## config.mk

```make
export PLATFORM = sky130hd
export DESIGN_NAME = dbg_uart_phy_flat
export DESIGN_NICKNAME = d
export VERILOG_FILES = /design/src/rtl/dbg_uart_if.sv /design/src/rtl/dbg_uart_phy.sv /design/src/flat_wrapper.sv
export SDC_FILE = /design/constraint.sdc
export NUM_CORES = 1
export LEC_CHECK = 0
export ABC_AREA = 1
export CAP_MARGIN = 10
export CORE_ASPECT_RATIO = 0.8
export CORE_UTILIZATION = 30
export DETAILED_ROUTE_END_ITERATION = 6
export DONT_BUFFER_PORTS = 1
export PLACE_DENSITY = 0.51
export SYNTH_ARGS = -nofsm -noshare
export SYNTH_HDL_FRONTEND = slang
export SYNTH_SLANG_ARGS = --single-unit
```

## constraint.sdc

```tcl
create_clock -name clk -period 2.6 [get_ports clk]
set_input_delay 0.52 -clock clk [delete_from_list [all_inputs] [get_ports clk]]
set_output_delay 0.52 -clock clk [all_outputs]
set_load 0.05 [all_outputs]
```

## src/rtl/dbg_uart_if.sv

```systemverilog
// ============================================================================
// Module   : dbg_uart_if
// Brief    : Serial pins and byte handshake between the debug UART PHY and
//            the debug command decoder.
// Revision : 1.0
// ============================================================================
`default_nettype none

interface dbg_uart_if #(
  parameter int DIVW = 16
);
  logic            rxd;
  logic            txd;
  logic [7:0]      id;
  logic            dix;
  logic [7:0]      od;
  logic            dox;
  logic            locked;
  logic [DIVW-1:0] bitper;
  logic            tx_ovf;

  // Decoder / line side
  modport master (
    output rxd, od, dox,
    input  txd, id, dix, locked, bitper, tx_ovf
  );

  // PHY side
  modport slave (
    input  rxd, od, dox,
    output txd, id, dix, locked, bitper, tx_ovf
  );
endinterface

`default_nettype wire

```

## src/rtl/dbg_uart_phy.sv

```systemverilog
// ============================================================================
// Module   : dbg_uart_phy
// Brief    : Autobaud UART front end for the debug port (RX deserialiser,
//            double-buffered TX serialiser). Optional macro:
//            DBG_UART_REBAUD_EN (a break character drops the baud lock).
// Revision : 1.0
// ============================================================================
`default_nettype none

module dbg_uart_phy #(
  parameter int DIVW   = 16,
  parameter int MINBIT = 8
) (
  input  wire logic clk,
  input  wire logic nreset,
  dbg_uart_if.slave bus
);

  localparam logic [2:0] c_AB_WAIT   = 3'd0;
  localparam logic [2:0] c_AB_MEAS   = 3'd1;
  localparam logic [2:0] c_AB_HOLD   = 3'd2;
  localparam logic [2:0] c_RX_IDLE   = 3'd3;
  localparam logic [2:0] c_RX_START  = 3'd4;
  localparam logic [2:0] c_RX_DATA   = 3'd5;
  localparam logic [2:0] c_RX_STOP   = 3'd6;
  localparam logic [2:0] c_RX_WAITHI = 3'd7;

  localparam logic [DIVW-1:0] c_CNT_MAX = {DIVW{1'b1}};
  localparam logic [DIVW-1:0] c_MINBIT  = DIVW'(MINBIT);

  logic            r_rx_s1, r_rx, r_rx_d;
  logic [2:0]      r_state;
  logic [DIVW-1:0] r_cnt;
  logic [DIVW:0]   r_tmr;
  logic [3:0]      r_bits;
  logic [7:0]      r_sh;
  logic [7:0]      r_id;
  logic            r_dix;
  logic            r_locked;
  logic [DIVW-1:0] r_bitper;

  logic            w_fall;
  logic            w_exp;
  logic [DIVW:0]   w_per;

  assign w_fall = r_rx_d & ~r_rx;
  assign w_exp  = (r_tmr == (DIVW+1)'(1));
  assign w_per  = {1'b0, r_bitper};

  always_ff @(posedge clk or negedge nreset) begin
    if (!nreset) begin
      r_rx_s1 <= 1'b1;
      r_rx    <= 1'b1;
      r_rx_d  <= 1'b1;
    end else begin
      r_rx_s1 <= bus.rxd;
      r_rx    <= r_rx_s1;
      r_rx_d  <= r_rx;
    end
  end

  // Autobaud and receive share one FSM; the lock character's bit 0 is
  // already known to be 1, so reception resumes directly at bit 1.
  always_ff @(posedge clk or negedge nreset) begin
    if (!nreset) begin
      r_state  <= c_AB_WAIT;
      r_cnt    <= '0;
      r_tmr    <= '0;
      r_bits   <= '0;
      r_sh     <= '0;
      r_id     <= '0;
      r_dix    <= 1'b0;
      r_locked <= 1'b0;
      r_bitper <= '0;
    end else begin
      r_dix <= 1'b0;
      case (r_state)
        c_AB_WAIT: begin
          if (w_fall) begin
            r_cnt   <= (DIVW)'(1);
            r_state <= c_AB_MEAS;
          end
        end
        c_AB_MEAS: begin
          if (!r_rx) begin
            if (r_cnt == c_CNT_MAX) r_state <= c_AB_HOLD;
            else                    r_cnt   <= r_cnt + 1'b1;
          end else if (r_cnt < c_MINBIT) begin
            r_state <= c_AB_WAIT;
          end else begin
            r_bitper <= r_cnt;
            r_locked <= 1'b1;
            r_sh     <= 8'h80;
            r_bits   <= 4'd7;
            r_tmr    <= {1'b0, r_cnt} + {2'b00, r_cnt[DIVW-1:1]};
            r_state  <= c_RX_DATA;
          end
        end
        c_AB_HOLD: begin
          if (r_rx) r_state <= c_AB_WAIT;
        end
        c_RX_IDLE: begin
          if (w_fall) begin
            r_tmr   <= {2'b00, r_bitper[DIVW-1:1]};
            r_state <= c_RX_START;
          end
        end
        c_RX_START: begin
          if (w_exp) begin
            if (r_rx) begin
              r_state <= c_RX_IDLE;
            end else begin
              r_tmr   <= w_per;
              r_bits  <= 4'd8;
              r_state <= c_RX_DATA;
            end
          end else begin
            r_tmr <= r_tmr - 1'b1;
          end
        end
        c_RX_DATA: begin
          if (w_exp) begin
            r_sh  <= {r_rx, r_sh[7:1]};
            r_tmr <= w_per;
            if (r_bits == 4'd1) r_state <= c_RX_STOP;
            else                r_bits  <= r_bits - 1'b1;
          end else begin
            r_tmr <= r_tmr - 1'b1;
          end
        end
        c_RX_STOP: begin
          if (w_exp) begin
            if (r_rx) begin
              r_id    <= r_sh;
              r_dix   <= 1'b1;
              r_state <= c_RX_IDLE;
            end else begin
`ifdef DBG_UART_REBAUD_EN
              if (r_sh == 8'h00) begin
                r_locked <= 1'b0;
                r_state  <= c_AB_HOLD;
              end else begin
                r_state  <= c_RX_WAITHI;
              end
`else
              r_state <= c_RX_WAITHI;
`endif
            end
          end else begin
            r_tmr <= r_tmr - 1'b1;
          end
        end
        c_RX_WAITHI: begin
          if (r_rx) r_state <= c_RX_IDLE;
        end
        default: r_state <= c_AB_WAIT;
      endcase
    end
  end

  logic            r_txd;
  logic            r_tx_busy;
  logic [8:0]      r_frame;
  logic [3:0]      r_tx_bits;
  logic [DIVW-1:0] r_tx_tmr;
  logic [7:0]      r_hold;
  logic            r_hold_v;
  logic            r_tx_ovf;

  logic            w_tx_acc;
  logic            w_tx_tick;
  logic            w_tx_end;
  logic            w_tx_free;

  assign w_tx_acc  = bus.dox & r_locked;
  assign w_tx_tick = r_tx_busy & (r_tx_tmr == (DIVW)'(1));
  assign w_tx_end  = w_tx_tick & (r_tx_bits == 4'd0);
  assign w_tx_free = ~r_tx_busy | w_tx_end;

  // r_frame holds {stop, data}; the start bit is driven directly on load.
  always_ff @(posedge clk or negedge nreset) begin
    if (!nreset) begin
      r_txd     <= 1'b1;
      r_tx_busy <= 1'b0;
      r_frame   <= '1;
      r_tx_bits <= '0;
      r_tx_tmr  <= '0;
      r_hold    <= '0;
      r_hold_v  <= 1'b0;
      r_tx_ovf  <= 1'b0;
    end else if (w_tx_free) begin
      if (r_hold_v || w_tx_acc) begin
        r_txd     <= 1'b0;
        r_tx_busy <= 1'b1;
        r_frame   <= {1'b1, (r_hold_v ? r_hold : bus.od)};
        r_tx_bits <= 4'd9;
        r_tx_tmr  <= r_bitper;
        r_hold_v  <= r_hold_v & w_tx_acc;
        if (r_hold_v && w_tx_acc) r_hold <= bus.od;
      end else begin
        r_tx_busy <= 1'b0;
      end
    end else begin
      if (w_tx_acc) begin
        if (!r_hold_v) begin
          r_hold   <= bus.od;
          r_hold_v <= 1'b1;
        end else begin
          r_tx_ovf <= 1'b1;
        end
      end
      if (w_tx_tick) begin
        r_txd     <= r_frame[0];
        r_frame   <= {1'b1, r_frame[8:1]};
        r_tx_bits <= r_tx_bits - 1'b1;
        r_tx_tmr  <= r_bitper;
      end else if (r_tx_busy) begin
        r_tx_tmr  <= r_tx_tmr - 1'b1;
      end
    end
  end

  assign bus.txd    = r_txd;
  assign bus.id     = r_id;
  assign bus.dix    = r_dix;
  assign bus.locked = r_locked;
  assign bus.bitper = r_bitper;
  assign bus.tx_ovf = r_tx_ovf;

endmodule

`default_nettype wire

```

## src/flat_wrapper.sv

```systemverilog
// flat-port wrapper written by rule: the top's interface ports become plain ports
module dbg_uart_phy_flat 
#(
  parameter int DIVW   = 16,
  parameter int MINBIT = 8
)
  (clk, nreset, bus_rxd, bus_od, bus_dox, bus_txd, bus_id, bus_dix, bus_locked, bus_bitper, bus_tx_ovf);
  dbg_uart_if #(.DIVW(DIVW)) bus_i ();
  input  wire logic clk;
  input  wire logic nreset;
  input wire logic [$bits(bus_i.rxd)-1:0] bus_rxd;
  input wire logic [$bits(bus_i.od)-1:0] bus_od;
  input wire logic [$bits(bus_i.dox)-1:0] bus_dox;
  output wire logic [$bits(bus_i.txd)-1:0] bus_txd;
  output wire logic [$bits(bus_i.id)-1:0] bus_id;
  output wire logic [$bits(bus_i.dix)-1:0] bus_dix;
  output wire logic [$bits(bus_i.locked)-1:0] bus_locked;
  output wire logic [$bits(bus_i.bitper)-1:0] bus_bitper;
  output wire logic [$bits(bus_i.tx_ovf)-1:0] bus_tx_ovf;
  assign bus_i.rxd = bus_rxd;
  assign bus_i.od = bus_od;
  assign bus_i.dox = bus_dox;
  assign bus_txd = bus_i.txd;
  assign bus_id = bus_i.id;
  assign bus_dix = bus_i.dix;
  assign bus_locked = bus_i.locked;
  assign bus_bitper = bus_i.bitper;
  assign bus_tx_ovf = bus_i.tx_ovf;
  dbg_uart_phy #(.DIVW(DIVW), .MINBIT(MINBIT)) u_core (.clk(clk), .nreset(nreset), .bus(bus_i));
endmodule
```

### Word level (Yosys, flattened, before mapping)

Index checks and enable logic that the tools add are counted.

* output and inout bits: 28
* register bits: 118

* reduce and logical (&&, ||, !) cells: 23
* bitwise operators: 10
* muxes and demuxes: 62
* $lt $le $gt $ge: 1
* equality and inequality tests: 30
* add/subtract/negate cells: 6

Operator list (number)
* 17-bit 2-to-1 mux: 7
* 16-bit 2-to-1 mux: 7
* 17-bit case mux with 5 select lines: 1
* 8-bit 2-to-1 mux: 8
* 3-bit 2-to-1 mux: 13
* 4-bit 2-to-1 mux: 9
* 16-bit case mux with 2 select lines: 1
* 9-bit 2-to-1 mux: 3
* 3-bit case mux with 8 select lines: 1
* 2-bit by 1-bit inequality test with 1-bit output, second input constant: 9
* 16-bit by 15-bit adder with 17-bit output: 1
* 17-bit by 1-bit equality test with 1-bit output, second input constant: 1
* 17-bit by 1-bit subtractor with 17-bit output, second input constant: 1
* 16-bit by 1-bit adder with 16-bit output, second input constant: 1
* 16-bit by 1-bit equality test with 1-bit output, second input constant: 1
* 16-bit equality test, second input constant: 1
* 16-bit by 4-bit < comparator with 1-bit output, second input constant: 1
* 2-bit inequality test, second input constant: 8
* 8-bit case mux with 2 select lines: 1
* 16-bit by 1-bit subtractor with 16-bit output, second input constant: 1
* 3-bit equality test, second input constant: 4
* 4-bit case mux with 3 select lines: 1
* 3-bit AND reduction: 4
* 1-bit 2-to-1 mux: 10
* 21 further kinds: 37

### Logic depth before layout (Yosys ltp)

* word-level depth: 6
* mapped depth: 15
* mapped depth without buffers: 15

### Least setup slack after synthesis

Ideal clock, no wire load.

* kind: register to register
* start point: register u_core.r_cnt[0]
* end point: register u_core.r_tmr[14]
* stages on the path, launching flop included: 13
* arrival time: 1801 ps
* path slack: 682 ps
* path buffers: 0
* clock period less this slack: 1918 ps
* cell sequence: dfrtp_1 -> ha_1 -> fa_1 -> nand3_1 -> nand3_1 -> nand2_1 -> nand2_1 -> nand2_1 -> nand3b_1 -> nand3_1 -> nand2_1 -> nand2_1 -> nand2_1

* cells in the longest elaborated chain, start to end: 4
* elaborated cells between the ends (all ways): 7
* classes of those cells: add/sub (1); order compare (1); eq/ne (1); mux (3); reduce/logical (1)

Ends and longest elaborated chain
* start: declaration: RTL line dbg_uart_phy.sv:33 `logic [DIVW-1:0] r_cnt;`
* start signal: assignment: RTL line dbg_uart_phy.sv:80 `r_cnt <= (DIVW)'(1);`
* start signal: assignment: RTL line dbg_uart_phy.sv:87 `else r_cnt <= r_cnt + 1'b1;`
* 16-bit by 15-bit adder with 17-bit output: RTL line dbg_uart_phy.sv:95 `r_tmr <= {1'b0, r_cnt} + {2'b00, r_cnt[DIVW-1:1]};`
* 17-bit 2-to-1 mux: RTL line dbg_uart_phy.sv:88 `end else if (r_cnt < c_MINBIT) begin`
* 17-bit 2-to-1 mux: RTL line dbg_uart_phy.sv:85 `if (!r_rx) begin`
* 17-bit case mux with 5 select lines: RTL line dbg_uart_phy.sv:77 `case (r_state)`
* end signal: assignment: RTL line dbg_uart_phy.sv:95
* end signal: assignment: RTL line dbg_uart_phy.sv:104 `r_tmr <= {2'b00, r_bitper[DIVW-1:1]};`
* end signal: assignment: RTL line dbg_uart_phy.sv:113 `r_tmr <= w_per;`
* end: declaration: RTL line dbg_uart_phy.sv:34 `logic [DIVW:0] r_tmr;`

Several ways; a longest one is shown, not always the timed one. The select of a mux whose other input is x is not followed.
A chain may end at the register's enable or synchronous reset.

### Worst setup path in the final report

* start point: register u_core.r_tx_tmr[1]
* end point: register u_core.r_tx_tmr[1]

* cells in the longest elaborated chain, start to end: 6
* elaborated cells between the ends (all ways): 11
* classes of those cells: add/sub (1); eq/ne (2); mux (3); bitwise (3); reduce/logical (2)

Ends and longest elaborated chain
* start: declaration: RTL line dbg_uart_phy.sv:165 `logic [DIVW-1:0] r_tx_tmr;`
* start signal: assignment: RTL line dbg_uart_phy.sv:197 `r_tx_tmr <= r_bitper;`
* start signal: assignment: RTL line dbg_uart_phy.sv:216 `r_tx_tmr <= r_bitper;`
* start signal: assignment: RTL line dbg_uart_phy.sv:218 `r_tx_tmr <= r_tx_tmr - 1'b1;`
* parallel branches: the longest is 6 deep, another holds 16-bit by 1-bit subtractor with 16-bit output

Several ways; the timed one is not identified. The select of a mux whose other input is x is not followed.

==> impl_metrics.env <==
export IMPL_drv_cap=0
export IMPL_netlist_area_leader_share=0.321
export IMPL_synthXorXnorAreaFrac=0.0386
export IMPL_power_mw=7.93
export IMPL_setup_viol=0
export IMPL_seq_area_frac_synth=0.360
export IMPL_clkLatencyLatePin_ns=0.43
export IMPL_grt_use_met3=0.0387
export IMPL_path_clk_slew_ns=0.06
export IMPL_netlist_area_um2=8170
export IMPL_powerDensity_nw_per_um2=858
export IMPL_antenna_cells=0
export IMPL_io_pins=40
export IMPL_timing_setup_critical_path_class="register to register"
export IMPL_die_w_um=187
export IMPL_synth_edff_count=0
export IMPL_cts_path_max_buffers=2
export IMPL_die_y_um=150
export IMPL_fin_setup_tns_ns=0
export IMPL_crit_arrival_ns=2.61
export IMPL_path_cells="inv_1 -> ha_1 -> nand2_1 -> nor2_2 -> nand3_4 -> inv_4 -> nand2_4 -> nand2_4 -> nand2_4 -> nand2_2 -> inv_2 -> nand2_1 -> nand2_1"
export IMPL_required_ns=2.91
export IMPL_cts_inserted_buffers=17
export IMPL_cts_root_buf="clkbuf_16"
export IMPL_finalHoldViolCount=114
export IMPL_period_share=0.882
export IMPL_port_buffers=0
export IMPL_cts_setup_buffers=0
export IMPL_wl_per_cell_um=14.8
export IMPL_hpwl_um=17500
export IMPL_grt_pass1_wl_um=39400
export IMPL_yosys_area_top_type="dfrtp_1"
export IMPL_cpMaxStageDelayCell="dfrtp_1"
export IMPL_via_per_inst=4.68
export IMPL_route_detailed_drc=0
export IMPL_synth_ff_type="dfrtp_1"
export IMPL_synth_seq_cells=117
export IMPL_slowest_delay_ns=0.40
export IMPL_nFillCells=2874
export IMPL_synth_async_reset_ratio=1.00
export IMPL_first_iter_violations=530
export IMPL_max_freq_ghz=0.436
export IMPL_place_congestion=0.854
export IMPL_synth_compound_area_frac=0.0632
export IMPL_cts_sinks=117
export IMPL_cts_tree="done"
export IMPL_leakagePower_nw=4.94
export IMPL_grt_max_degree=118
export IMPL_syn_avg_cell_area_um2=6.69
export IMPL_synth_area_mux_share=0.00122
export IMPL_antenna_found_initial=0
export IMPL_synth_most_common_cell="nand2_1"
export IMPL_rows=53
export IMPL_mappedNetlistNets=1268
export IMPL_synth_adder_area_share=0.0530
export IMPL_die_area_um2=27900
export IMPL_grt_overflow_total=0
export IMPL_grt_busiest_layer="met2"
export IMPL_drive_gt1_frac=0.0858
export IMPL_synth_top_family_by_area="simple AND/OR/NAND/NOR gates"
export IMPL_cts_resized=0
export IMPL_ant_nets=0
export IMPL_post_route_min_period_ns=2.29
export IMPL_gr_usage_met1=0.253
export IMPL_drt_wl_total_um=23800
export IMPL_holdWs_ns=-0.215
export IMPL_startpoint_type="register"
export IMPL_worstPathBufferInverterCount=3
export IMPL_synth_cells=1222
export IMPL_h_tree_depth=4
export IMPL_status="finished, violations left"
export IMPL_hold_path_class="primary input to async pin"
export IMPL_firstDrtPassIters=5
export IMPL_yosysWarnings=0
export IMPL_yosys_area_share_simple=0.397
export IMPL_start_util=0.308
export IMPL_core_area_um2=26500
export IMPL_vias=7509
export IMPL_gr_usage_met2=0.278
export IMPL_tightest_slew_ns=0.758
export IMPL_yosys_top_cells_count="511 x nand2_1, 135 x inv_1, 105 x dfrtp_1, 92 x nand3_1, 80 x nor2_1"
export IMPL_maxSlewViolCount=0
export IMPL_first_global_vias=7272
export IMPL_synth_area_leaders="dfrtp_1 32%, nand2_1 23%, inv_1 6.2%, nand3_1 5.6%, ha_1 5.1%"
export IMPL_crit_fanout=17
export IMPL_ir_worst_vdd_mv=0.594
export IMPL_violations="hold timing"
export IMPL_synth_distinct_cells=43
export IMPL_clock_skew_final_ns=0.0129
export IMPL_grt_use_total=0.178
export IMPL_relSlewSlack=0.495
export IMPL_path_delay_family="simple AND/OR/NAND/NOR gates"
export IMPL_final_nets=1280
export IMPL_endpoint_kind="register"
export IMPL_area_growth_pct=13.0
export IMPL_rsz0062_at_grt="no"
[metal layers]
metal / wire length (um) / up-vias
li1: - / 3860
met5: 0 / -
met2: 10300 / 146
met4: 187 / 0
met3: 1170 / 18
met1: 12200 / 3485
[stage by stage]
stage	setup WS [ns]	util	cells	hold slack, ns	cell area (um2)
floorplan	0.682	-	1222	0.224	8170
global placement	0.297	0.325	1572	0.228	8620
detailed placement	0.336	0.325	1572	0.228	8620
CTS	0.283	0.348	1604	-0.232	9240
global route	0.0770	0.348	1604	-0.235	9240
finish	0.307	0.348	1604	-0.215	9240
[worst paths after layout]
path | from | depth (start not counted) | endpoint | slack, ns
max in group asynchronous | nreset | 0 | u_core.r_rx$_DFF_PN1_ | 2.55
min in group clk | bus_rxd | 0 | u_core.r_rx_s1$_DFF_PN1_ | 0.09
hold / removal | nreset | 0 | u_core.r_tx_bits[0]$_DFFE_PN0P_ | -0.21
hold reg to reg | u_core.r_rx_s1$_DFF_PN1_ | 0 | u_core.r_rx$_DFF_PN1_ | 0.36
setup / recovery | u_core.r_tx_tmr[1]$_DFFE_PN0P_ | 13 | u_core.r_tx_tmr[1]$_DFFE_PN0P_ | 0.31
setup reg to reg | u_core.r_tx_tmr[1]$_DFFE_PN0P_ | 13 | u_core.r_tx_tmr[1]$_DFFE_PN0P_ | 0.31
[placed cells by master, fill, tap and decap left out, drive strengths merged, types with 5 or more instances in the layout]
cell,count
nand3b,8
nand2,525
dfrtp,105
a21oi,29
buf,21
clkinvlp,5
nor3,6
dfstp,12
nor2,92
clkbuf,18
inv,147
nand3,94
ha,33
nand4,27
xor2,32
o21ai,65
[final cells by class]
type	instances	area, um2	share of cell area
flip-flops and latches	117	2940	0.319
inverters	145	547	0.0592
multi-input cells	932	4520	0.489
clock buffers	18	439	0.0475
well taps	357	447	0.0484
repair buffers	21	170	0.0184
clock inverters	14	173	0.0187
[flip-flops by register name, indices dropped and copies added (netlist names)]
| signal | flops |
|---|---|
| u_core.r_tx_busy | 1 |
| u_core.bus.bitper | 16 |
| u_core.r_cnt | 16 |
| u_core.bus.locked | 1 |
| u_core.r_state | 3 |
| u_core.r_rx | 1 |
| u_core.bus.tx_ovf | 1 |
| u_core.bus.dix | 1 |
| u_core.bus.txd | 1 |
| u_core.r_rx_d | 1 |
| u_core.r_bits | 4 |
| u_core.r_frame | 8 |
| u_core.r_tmr | 17 |
| u_core.r_hold | 8 |
| u_core.r_tx_tmr | 16 |
| u_core.bus.id | 8 |
| u_core.r_hold_v | 1 |
| u_core.r_tx_bits | 4 |
| u_core.r_sh | 8 |
| u_core.r_rx_s1 | 1 |
[cells by family (layout without fill, tap and decap cells)]
logic type	count (synthesis)	count (layout)
buf+inv	173	198
xor+xnor	36	36
flops	117	117
compound gates	99	99
mux	1	1
fa+ha+maj	34	34
simple gates	762	762
[where the power goes]
| part | switching, mW | total (mW) | leakage, nW | internal (mW) |
|---|---|---|---|---|
| clock | 0.991 | 2.53 | 0.286 | 1.54 |
| combinational | 2.04 | 2.96 | 3.15 | 0.918 |
| sequential | 0.361 | 2.44 | 1.51 | 2.08 |
Note: power is estimated with default switching activity, not from simulation.
